==> config.mk <==
export PLATFORM = sky130hd
export DESIGN_NAME = hex_record_datapath
export DESIGN_NICKNAME = d
export VERILOG_FILES = /design/src/rtl/hex_pkg.sv /design/src/rtl/hex_byte_asm.sv /design/src/rtl/hex_record_datapath.sv
export SDC_FILE = /design/constraint.sdc
export NUM_CORES = 1
export LEC_CHECK = 0
export BUFFER_PORTS_ARGS = -buffer_cell sky130_fd_sc_hd__clkbuf_2
export CAP_MARGIN = 40
export CORE_MARGIN = 3
export CORE_UTILIZATION = 52
export CTS_CLUSTER_DIAMETER = 30
export DETAILED_ROUTE_END_ITERATION = 10
export PLACE_DENSITY = 0.77
export SLEW_MARGIN = 20
export SYNTH_ARGS = -nofsm -noshare
export SYNTH_HDL_FRONTEND = slang
export SYNTH_SLANG_ARGS = --single-unit
==> constraint.sdc <==
create_clock -name CLK -period 2.2 [get_ports CLK]
set_input_delay 0.33 -clock CLK [delete_from_list [all_inputs] [get_ports CLK]]
set_output_delay 0.33 -clock CLK [all_outputs]
set_load 0.02 [all_outputs]
==> src/rtl/hex_pkg.sv <==
// Package: hex_pkg
// Purpose: constants and types shared by the Intel-HEX sequencer, the
//          ASCII-to-hex decoder and the record datapath.
// Contents:
//   ADDR_W, BYTE_W, NIB_W - field widths
//   LRC_MOD               - modulus of the record longitudinal checksum
//   lrc_add()             - checksum accumulate step
package hex_pkg;

  localparam int ADDR_W  = 16;
  localparam int BYTE_W  = 8;
  localparam int NIB_W   = 4;
  localparam int LRC_MOD = 256;

  typedef logic [NIB_W-1:0]  nib_t;
  typedef logic [BYTE_W-1:0] byte_t;
  typedef logic [ADDR_W-1:0] addr_t;

  // One checksum accumulate step: the record LRC is the byte sum modulo 256.
  function automatic byte_t lrc_add(input byte_t a, input byte_t b);
    return byte_t'((int'(a) + int'(b)) % LRC_MOD);
  endfunction

endpackage

==> src/rtl/hex_byte_asm.sv <==
// Module: hex_byte_asm
// Purpose: assembles a byte from two nibbles. The high nibble is held in a
//          register on hi_le; the byte {held, nib} is presented while lo_le
//          is high, so the consumer captures it on that same edge.
// Ports:
//   CLK        in   clock, rising edge
//   CLR        in   asynchronous active-high reset
//   clear      in   synchronous clear of the held nibble (record start)
//   nib        in   4-bit nibble
//   hi_le      in   latch nib as the high nibble
//   lo_le      in   nib is the low nibble, byte is valid this cycle
//   byte_val   out  assembled byte {held, nib}
//   byte_valid out  byte_val is valid this cycle
module hex_byte_asm
  import hex_pkg::*;
(
  input  logic              CLK,
  input  logic              CLR,
  input  logic              clear,
  input  logic [NIB_W-1:0]  nib,
  input  logic              hi_le,
  input  logic              lo_le,
  output logic [BYTE_W-1:0] byte_val,
  output logic              byte_valid
);

  nib_t nib_hold;

  // NOTE: registers are updated with non-blocking assignments so every
  // always_ff sees the pre-edge value of every other register.
  always_ff @(posedge CLK or posedge CLR) begin
    if (CLR)        nib_hold <= '0;
    else if (clear) nib_hold <= '0;
    else if (hi_le) nib_hold <= nib;
  end

  assign byte_val   = {nib_hold, nib};
  assign byte_valid = lo_le;

endmodule

==> src/rtl/hex_record_datapath.sv <==
// Module: hex_record_datapath
// Purpose: datapath behind the Intel-HEX record sequencer. Captures decoded
//          nibbles into the byte count, load address, data and received
//          checksum registers, accumulates the record LRC, drives the target
//          memory write port and reports TDC and per-record checksum result.
// Parameters:
//   ERR_STICKY  1: LRC_ERR_FLAG holds until CLR; 0: cleared by next SC
//   WRAP_ADDR   1: address wraps FFFF->0000; 0: saturates, sets ADDR_OVF
// Ports:
//   CLK, CLR      clock (rising) / asynchronous active-high reset
//   NIB           decoded nibble, valid while any load enable is high
//   SC            record start strobe
//   CLE, ALE, DLE byte count / address / data nibble load enables
//   LRCLE         [3:2] rx checksum hi/lo, [1:0] LRC accumulate hi/lo
//   DCE           one pulse per data byte written
//   WR            active-low write strobe from the sequencer
//   CMP           compare checksum at record end
//   TDC           remaining data byte count is zero
//   MEM_WE/ADDR/DATA  memory write port
//   LRC_OK/LRC_ERR    one-cycle checksum verdict
//   LRC_ERR_FLAG      checksum error indication
//   ADDR_OVF          sticky write-past-FFFF indication (WRAP_ADDR=0)
module hex_record_datapath
  import hex_pkg::*;
#(
  parameter bit ERR_STICKY = 1'b1,
  parameter bit WRAP_ADDR  = 1'b1
) (
  input  logic              CLK,
  input  logic              CLR,
  input  logic [NIB_W-1:0]  NIB,
  input  logic              SC,
  input  logic [1:0]        CLE,
  input  logic [3:0]        ALE,
  input  logic [1:0]        DLE,
  input  logic [3:0]        LRCLE,
  input  logic              DCE,
  input  logic              WR,
  input  logic              CMP,
  output logic              TDC,
  output logic              MEM_WE,
  output logic [ADDR_W-1:0] MEM_ADDR,
  output logic [BYTE_W-1:0] MEM_DATA,
  output logic              LRC_OK,
  output logic              LRC_ERR,
  output logic              LRC_ERR_FLAG,
  output logic              ADDR_OVF
);

  // Only the high count nibble needs its own register: the full count is
  // copied into rem when the low nibble arrives.
  nib_t  cnt_hi;
  byte_t rem;
  addr_t addr_ptr;
  byte_t dreg;
  byte_t rx_lrc;
  byte_t lrc_sum;
  logic  lrc_ok_q;
  logic  lrc_err_q;
  logic  err_flag_q;
  logic  addr_ovf_q;

  byte_t acc_byte;
  logic  acc_valid;
  logic  lrc_bad;

  hex_byte_asm u_lrc_asm (
    .CLK        (CLK),
    .CLR        (CLR),
    .clear      (SC),
    .nib        (NIB),
    .hi_le      (LRCLE[1]),
    .lo_le      (LRCLE[0]),
    .byte_val   (acc_byte),
    .byte_valid (acc_valid)
  );

  // Sum of all record bytes including the received checksum must be zero.
  assign lrc_bad = (lrc_add(lrc_sum, rx_lrc) != '0);

  // Record fields, checksum accumulator and compare. SC wins over every load
  // enable; the compare samples pre-SC values, so CMP and SC may coincide.
  always_ff @(posedge CLK or posedge CLR) begin
    if (CLR) begin
      cnt_hi     <= '0;
      rem        <= '0;
      dreg       <= '0;
      rx_lrc     <= '0;
      lrc_sum    <= '0;
      lrc_ok_q   <= 1'b0;
      lrc_err_q  <= 1'b0;
      err_flag_q <= 1'b0;
    end else begin
      lrc_ok_q  <= CMP & ~lrc_bad;
      lrc_err_q <= CMP &  lrc_bad;

      // An error reported on this edge takes precedence over an SC clear.
      if (CMP && lrc_bad)      err_flag_q <= 1'b1;
      else if (SC && !ERR_STICKY) err_flag_q <= 1'b0;

      if (SC) begin
        cnt_hi  <= '0;
        rem     <= '0;
        rx_lrc  <= '0;
        lrc_sum <= '0;
      end else begin
        if (CLE[1]) cnt_hi <= NIB;
        if (CLE[0])                rem <= {cnt_hi, NIB};
        else if (DCE && rem != '0) rem <= rem - 1'b1;
        if (LRCLE[3]) rx_lrc[7:4] <= NIB;
        if (LRCLE[2]) rx_lrc[3:0] <= NIB;
        if (acc_valid) lrc_sum <= lrc_add(lrc_sum, acc_byte);
        if (DLE[1]) dreg[7:4] <= NIB;
        if (DLE[0]) dreg[3:0] <= NIB;
      end
    end
  end

  // Address pointer: nibble loads beat the post-write increment.
  always_ff @(posedge CLK or posedge CLR) begin
    if (CLR) begin
      addr_ptr   <= '0;
      addr_ovf_q <= 1'b0;
    end else if (!SC && ALE != '0) begin
      for (int k = 0; k < 4; k++)
        if (ALE[k]) addr_ptr[4*k +: 4] <= NIB;
    end else if (!WR) begin
      if (addr_ptr == '1) begin
        if (WRAP_ADDR) addr_ptr   <= '0;
        else           addr_ovf_q <= 1'b1;
      end else begin
        addr_ptr <= addr_ptr + 1'b1;
      end
    end
  end

  assign TDC          = (rem == '0);
  // NOTE: the write enable is combinational from WR, so it is gated with CLR
  // to give the same reset value as the registered outputs.
  assign MEM_WE       = ~WR & ~CLR;
  assign MEM_ADDR     = addr_ptr;
  assign MEM_DATA     = dreg;
  assign LRC_OK       = lrc_ok_q;
  assign LRC_ERR      = lrc_err_q;
  assign LRC_ERR_FLAG = err_flag_q;
  assign ADDR_OVF     = addr_ovf_q;

endmodule

# --- After elaboration in Yosys (flattened, before gate mapping) ---
# Index checks and enable logic that the tools add are counted.
word_totals:
  regBits: 59
  out_inout_bits: 30
  word_cells: 71
op_classes:
  add_sub_neg: 4
  eq_ne: 6
  n_mux: 19
  bitwise: 7
  reduce_logical: 20
op_table:
  columns: ["op", "n"]
  rows:
  - ["16-bit two-way mux", 3]
  - ["8-bit two-way mux", 6]
  - ["4-bit two-way mux", 10]
  - ["16-bit by 1-bit adder with 16-bit output, second input constant", 1]
  - ["8-bit adder", 2]
  - ["16-bit equality test, second input constant", 1]
  - ["8-bit nonzero test", 2]
  - ["2-bit AND reduction", 6]
  - ["2-bit nonzero test", 5]
  - ["8-bit logical NOT", 1]
  - ["2-bit inequality test, second input constant", 4]
  - ["8-bit by 1-bit subtractor with 8-bit output, second input constant", 1]
  - ["1-bit NOT", 4]
  - ["4-bit nonzero test", 1]
  - ["1-bit bitwise AND", 3]
  - ["1-bit logical AND", 3]
  - ["3-bit nonzero test", 1]
  - ["2-bit by 1-bit inequality test with 1-bit output, second input constant", 1]
  - ["1-bit logical NOT", 1]

# --- Logic depth before layout (Yosys ltp) ---
depth:
  ltp_word: 5
  ltp_mapped: 7
  ltp_nobuf: 7

# --- Cells and area by module ---
# From an unflattened synthesis, not the netlist that was laid out.
hier_totals:
  hier_cells: 379
  hier_area_um2: 3604.7
by_module_without_submodules:
  columns: ["mod", "n_inst", "cells_per_inst", "area_per_inst_um2"]
  rows:
  - ["hex_record_datapath", 1, 360, 3403.3]
  - ["hex_byte_asm", 1, 19, 201.4]

# --- Least setup slack after synthesis ---
# No wires, ideal clock.
synth_timing:
  kind: "flip-flop to flip-flop"
  from: "reg lrc_sum[0]"
  to: "reg lrc_ok_q (netlist: LRC_OK)"
  setup_ns: 0.067
  arrival_ns: 2.140
  t_required_ns: 2.133
  slack_ns: -0.007
  path_stages_with_launch: 8
  path_cell_list: "dfrtp_1 > ha_1 > fa_1 > xor2_1 > a2111oi_0 > o211ai_1 > a2111oi_2 > and2_1"
synth_via:
  elab_chain_len: 4
synth_rtl:
  columns: ["element", "line", "rtl"]
  rows:
  - ["from (decl)", "hex_record_datapath.sv:57", "byte_t lrc_sum;"]
  - ["from (signal assigned)", "hex_record_datapath.sv:112", "if (acc_valid) lrc_sum <= lrc_add(lrc_sum, acc_byte);"]
  - ["8-bit adder", "hex_pkg.sv:21", "return byte_t'((int'(a) + int'(b)) % LRC_MOD);"]
  - ["8-bit nonzero test", "hex_record_datapath.sv:79", "assign lrc_bad = (lrc_add(lrc_sum, rx_lrc) != '0);"]
  - ["1-bit NOT", "hex_record_datapath.sv:94", "lrc_ok_q <= CMP & ~lrc_bad;"]
  - ["1-bit bitwise AND", "hex_record_datapath.sv:94", null]
  - ["to (signal assigned)", "hex_record_datapath.sv:94", null]
  - ["to (decl)", "hex_record_datapath.sv:58", "logic lrc_ok_q;"]
# No other way between the ends.
# A chain may end at the register's enable or synchronous reset.

# --- Worst setup path in the final report ---
layout_timing:
  from: "reg rx_lrc[1]"
  to: "reg lrc_ok_q (netlist: LRC_OK)"
layout_via:
  elab_chain_len: 4
layout_rtl:
  columns: ["element", "line", "rtl"]
  rows:
  - ["from (decl)", "hex_record_datapath.sv:56", "byte_t rx_lrc;"]
  - ["from (signal assigned)", "hex_record_datapath.sv:88", "rx_lrc <= '0;"]
  - ["from (signal assigned)", "hex_record_datapath.sv:104", "rx_lrc <= '0;"]
  - ["from (signal assigned)", "hex_record_datapath.sv:111", "if (LRCLE[2]) rx_lrc[3:0] <= NIB;"]
  - ["8-bit adder", "hex_pkg.sv:21", null]
  - ["8-bit nonzero test", "hex_record_datapath.sv:79", null]
  - ["1-bit NOT", "hex_record_datapath.sv:94", null]
  - ["1-bit bitwise AND", "hex_record_datapath.sv:94", null]
# No other way between the ends.

==> summary.md <==
| Metric | Value |
|---|---|
| Status | finished, final reports clean |
| CTS root buf | clkbuf_8 |
| Highest metal used | met4 |
| Total CTS buffers | 9 |
| Commonest non-fill, non-tap cell in the layout | dfrtp_1 |
| Pwr dens | 766 nW/um2 |
| Placed cell count | 485 |
| Final wirelength | 8.59 mm |
| Share of the synthesized area in the top cell type | 0.413 |
| Worst setup SP type | flip-flop |
| CP max-delay cell | dfrtp_2 |
| Die height | 88.9 um |
| Starting Density | 0.551 |
| Number of global-route vias before repair | 2921 |
| RSZ-0062 raised after global routing | yes |
| Port Buffers | 50 |
| DR vias/cell | 6.09 |
| Post-synth cell types | 57 |
| Design Area, Final | 4280 um2 |
| CTS sink cnt | 59 |
| Core area | 6490 um2 |
| CP top delay family | compound AO/OA/AOI/OAI gates |
| Finished Layout Cells | 500 |
| Pre-CTS WS | -0.139 ns |
| Part of the cycle the worst path needs | 0.978 |
| Clk_lat worst skew | 0.34 ns |
| I/O pin cnt | 52 |
| DP Area | 3980 um2 |
| Crit path max fanout | 3 |
| GRT Total Usage | 0.235 |
| Reg-to-Reg End | LRC_OK |
| Worst EP required | 2.47 ns |
| WP data arrival | 2.42 ns |
| Diodes inserted | 0 |
| DRC Markers | 0 |
| # rows | 29 |
| Synth Flop Type | dfrtp_1 |
| Drt first-iter violations | 181 |
| Fin nets | 460 |
| Layout Skew | 0.00828 ns |
| Post-detail-place hpwl | 6.06 mm |
| Metal2 WL | 3.97 mm |
| M1 WL | 3.97 mm |
| Worst reg-to-reg path cell count | 7 |
| Setup violations, final | 0 |
| Die area | 7910 um2 |
| Async S/R FF share, synth | 1.00 |
| Synth warn | 0 |
| Mean Syn Cell Area | 9.88 um2 |
| Tmin final | 2.15 ns |
| Clk slew on worst S/H paths | 0.07 ns |
| Number of iterations in the first detailed-routing pass | 5 |
| Syn Std Cell Area | 3580 um2 |
| CTS tree | yes |
| Mapped Nets | 402 |
| H-tree depth | 3 |
| Max Clock Freq | 465 MHz |
| Critical path type | flip-flop to flip-flop |
| Reg2reg start | rx_lrc[1] |
| R2r setup slk | 0.05 ns |
| Global-route wire length before repair | 14.2 mm |
| Top cells by area, synth | dfrtp_1, mux2i_1, ha_1, nor2_1, a22o_1 |
| Slew margin rel. | 0.579 |
| Synth area leader | dfrtp_1 |
| Buffers plus inverters on the worst setup path | 1 |
| Slew at the pin with the worst max-slew slack | 0.631 ns |
| Routed length on met3 | 473 um |
| Highest-count cells in the layout ignoring fill and taps | dfrtp_1, clkbuf_2, nor2_1 |
| Area delta synth->final | 19.7% |
| Max Slew Vio Count | 0 |
| Register bit total from synthesis | 59 |
| Routed WL per cell | 17.2 um |
| Antenna Nets Post-Route | 0 |
| Critical Path Sink Type | flip-flop |
| Final Total Pwr | 3.28 mW |
| Max-cap violation count | 0 |
| Crit-path cells | ha_4 -> a211oi_4 -> buf_4 -> o211a_1 -> or3_4 -> a2111oi_4 -> and2_1 |
| Hold WC Path Type | input pin to asynchronous set/reset pin |
| Pleak | 2.05 nW |
| DR vias | 3043 |
| CTS Buffer Depth | 2 |
| Final WS setup | 0.0493 ns |
| EDFF count, synth | 0 |
| Die width | 88.9 um |
| Final hold vios | 0 |
| Synth Instances | 362 |
| RD Place Congestion | 1.03 |
| Grt ovf | 0 |
| Layout cells sized above 1 | 0.265 |
| Final core utilization | 0.659 |
| Pin count of the biggest net entering global routing | 36 |
| Worst vdd ir | 0.000494 V |
| Post-synthesis sequential area ratio | 0.413 |
| Initial antenna violation count | 0 |
| Peak per-stage delay on the critical path | 0.44 ns |
==> per-layer routing <==
metal | global-route usage | vias to the layer above
li1 | - | 1445
met1 | 0.327 | 1470
met2 | 0.366 | 110
met3 | 0.0424 | 18
met4 | 0.0934 | 0
met5 | 0 | -
==> how the worst max path moves through the flow <==
stage | slack [ns] | cells after the start | to | startpoint
2_1_floorplan | 0.04 | 6 | LRC_OK | lrc_sum[1]
3_3_place_gp | 0.002 | 7 | LRC_OK | rx_lrc[0]
3_5_place_dp | -0.14 | 7 | LRC_OK | rx_lrc[0]
4_1_cts | 0.001 | 7 | LRC_OK | rx_lrc[0]
5_1_grt | -0.02 | 6 | LRC_OK | rx_lrc[0]
6_report | 0.05 | 7 | LRC_OK | rx_lrc[1]
==> where the power goes <==
part | switching (mW) | internal, mW | leakage (nW)
combinational | 0.521 | 0.385 | 1.20
clock | 0.420 | 0.601 | 0.104
sequential | 0.140 | 1.21 | 0.745
total | 1.08 | 2.20 | 2.05
==> Yosys cell counts (5+ instances only) <==
| library cell | instances |
|---|---|
| a211oi_1 | 7 |
| a21o_1 | 5 |
| a21oi_1 | 12 |
| a22o_1 | 13 |
| and3_1 | 7 |
| buf_1 | 8 |
| clkbuf_1 | 5 |
| dfrtp_1 | 59 |
| ha_1 | 16 |
| inv_1 | 17 |
| mux2_2 | 9 |
| mux2i_1 | 25 |
| nand2_1 | 19 |
| nand2b_1 | 9 |
| nand3_1 | 8 |
| nor2_1 | 43 |
| o21ai_0 | 19 |
| o31ai_1 | 9 |
| xnor2_1 | 6 |
==> registers in the layout, summed over array words and instances, names as in the netlist, 4 cells and up <==
| register | count |
|---|---|
| MEM_DATA | 8 |
| cnt_hi | 4 |
| MEM_ADDR | 16 |
| lrc_sum | 8 |
| rx_lrc | 8 |
| u_lrc_asm.nib_hold | 4 |
| rem | 8 |
==> repair_timing <==
action	4_1_cts	5_1_grt
setup buffers	1	0
hold buffers	0	0
resized for setup	4	13
pin swaps	2	4
endpoints found under the setup margin	3	16
==> stage by stage <==
stage	TNS (ns)	hold WS, ns
floorplan	0	0.459
global placement	0	0.413
detailed placement	-0.354	0.420
CTS	0	0.0550
global route	-0.0197	0.100
finish	0	0.0381
==> layout make-up <==
class | count | area (um2)
Timing Repair Buffer | 64 | 384
Inverter | 17 | 63.8
Tap cell | 77 | 96.3
Multi-Input combinational cell | 269 | 2060
Fill cell | 525 | 2210
Sequential cell | 59 | 1480
Clock buffer | 12 | 165
Clock inverter | 2 | 35.0
==> worst register-to-register path: stages (launching register included) <==
cell,delay (ns)
dfrtp_2,0.44
ha_4,0.28
a211oi_4,0.07
buf_4,0.15
o211a_1,0.23
or3_4,0.34
a2111oi_4,0.39
and2_1,0.19
==> cells by family (layout without fill, tap and decap cells) <==
kind of cell,Yosys count,in the layout,synth area share
compound gates,99,99,0.206
xor+xnor,9,9,0.0220
fa+ha+maj,18,18,0.0672
buf+inv,34,95,0.0385
flops,59,59,0.413
mux,34,34,0.0983
other cells,1,1,0.00105
simple gates,108,108,0.154
Power figures use the tool's default switching activity.
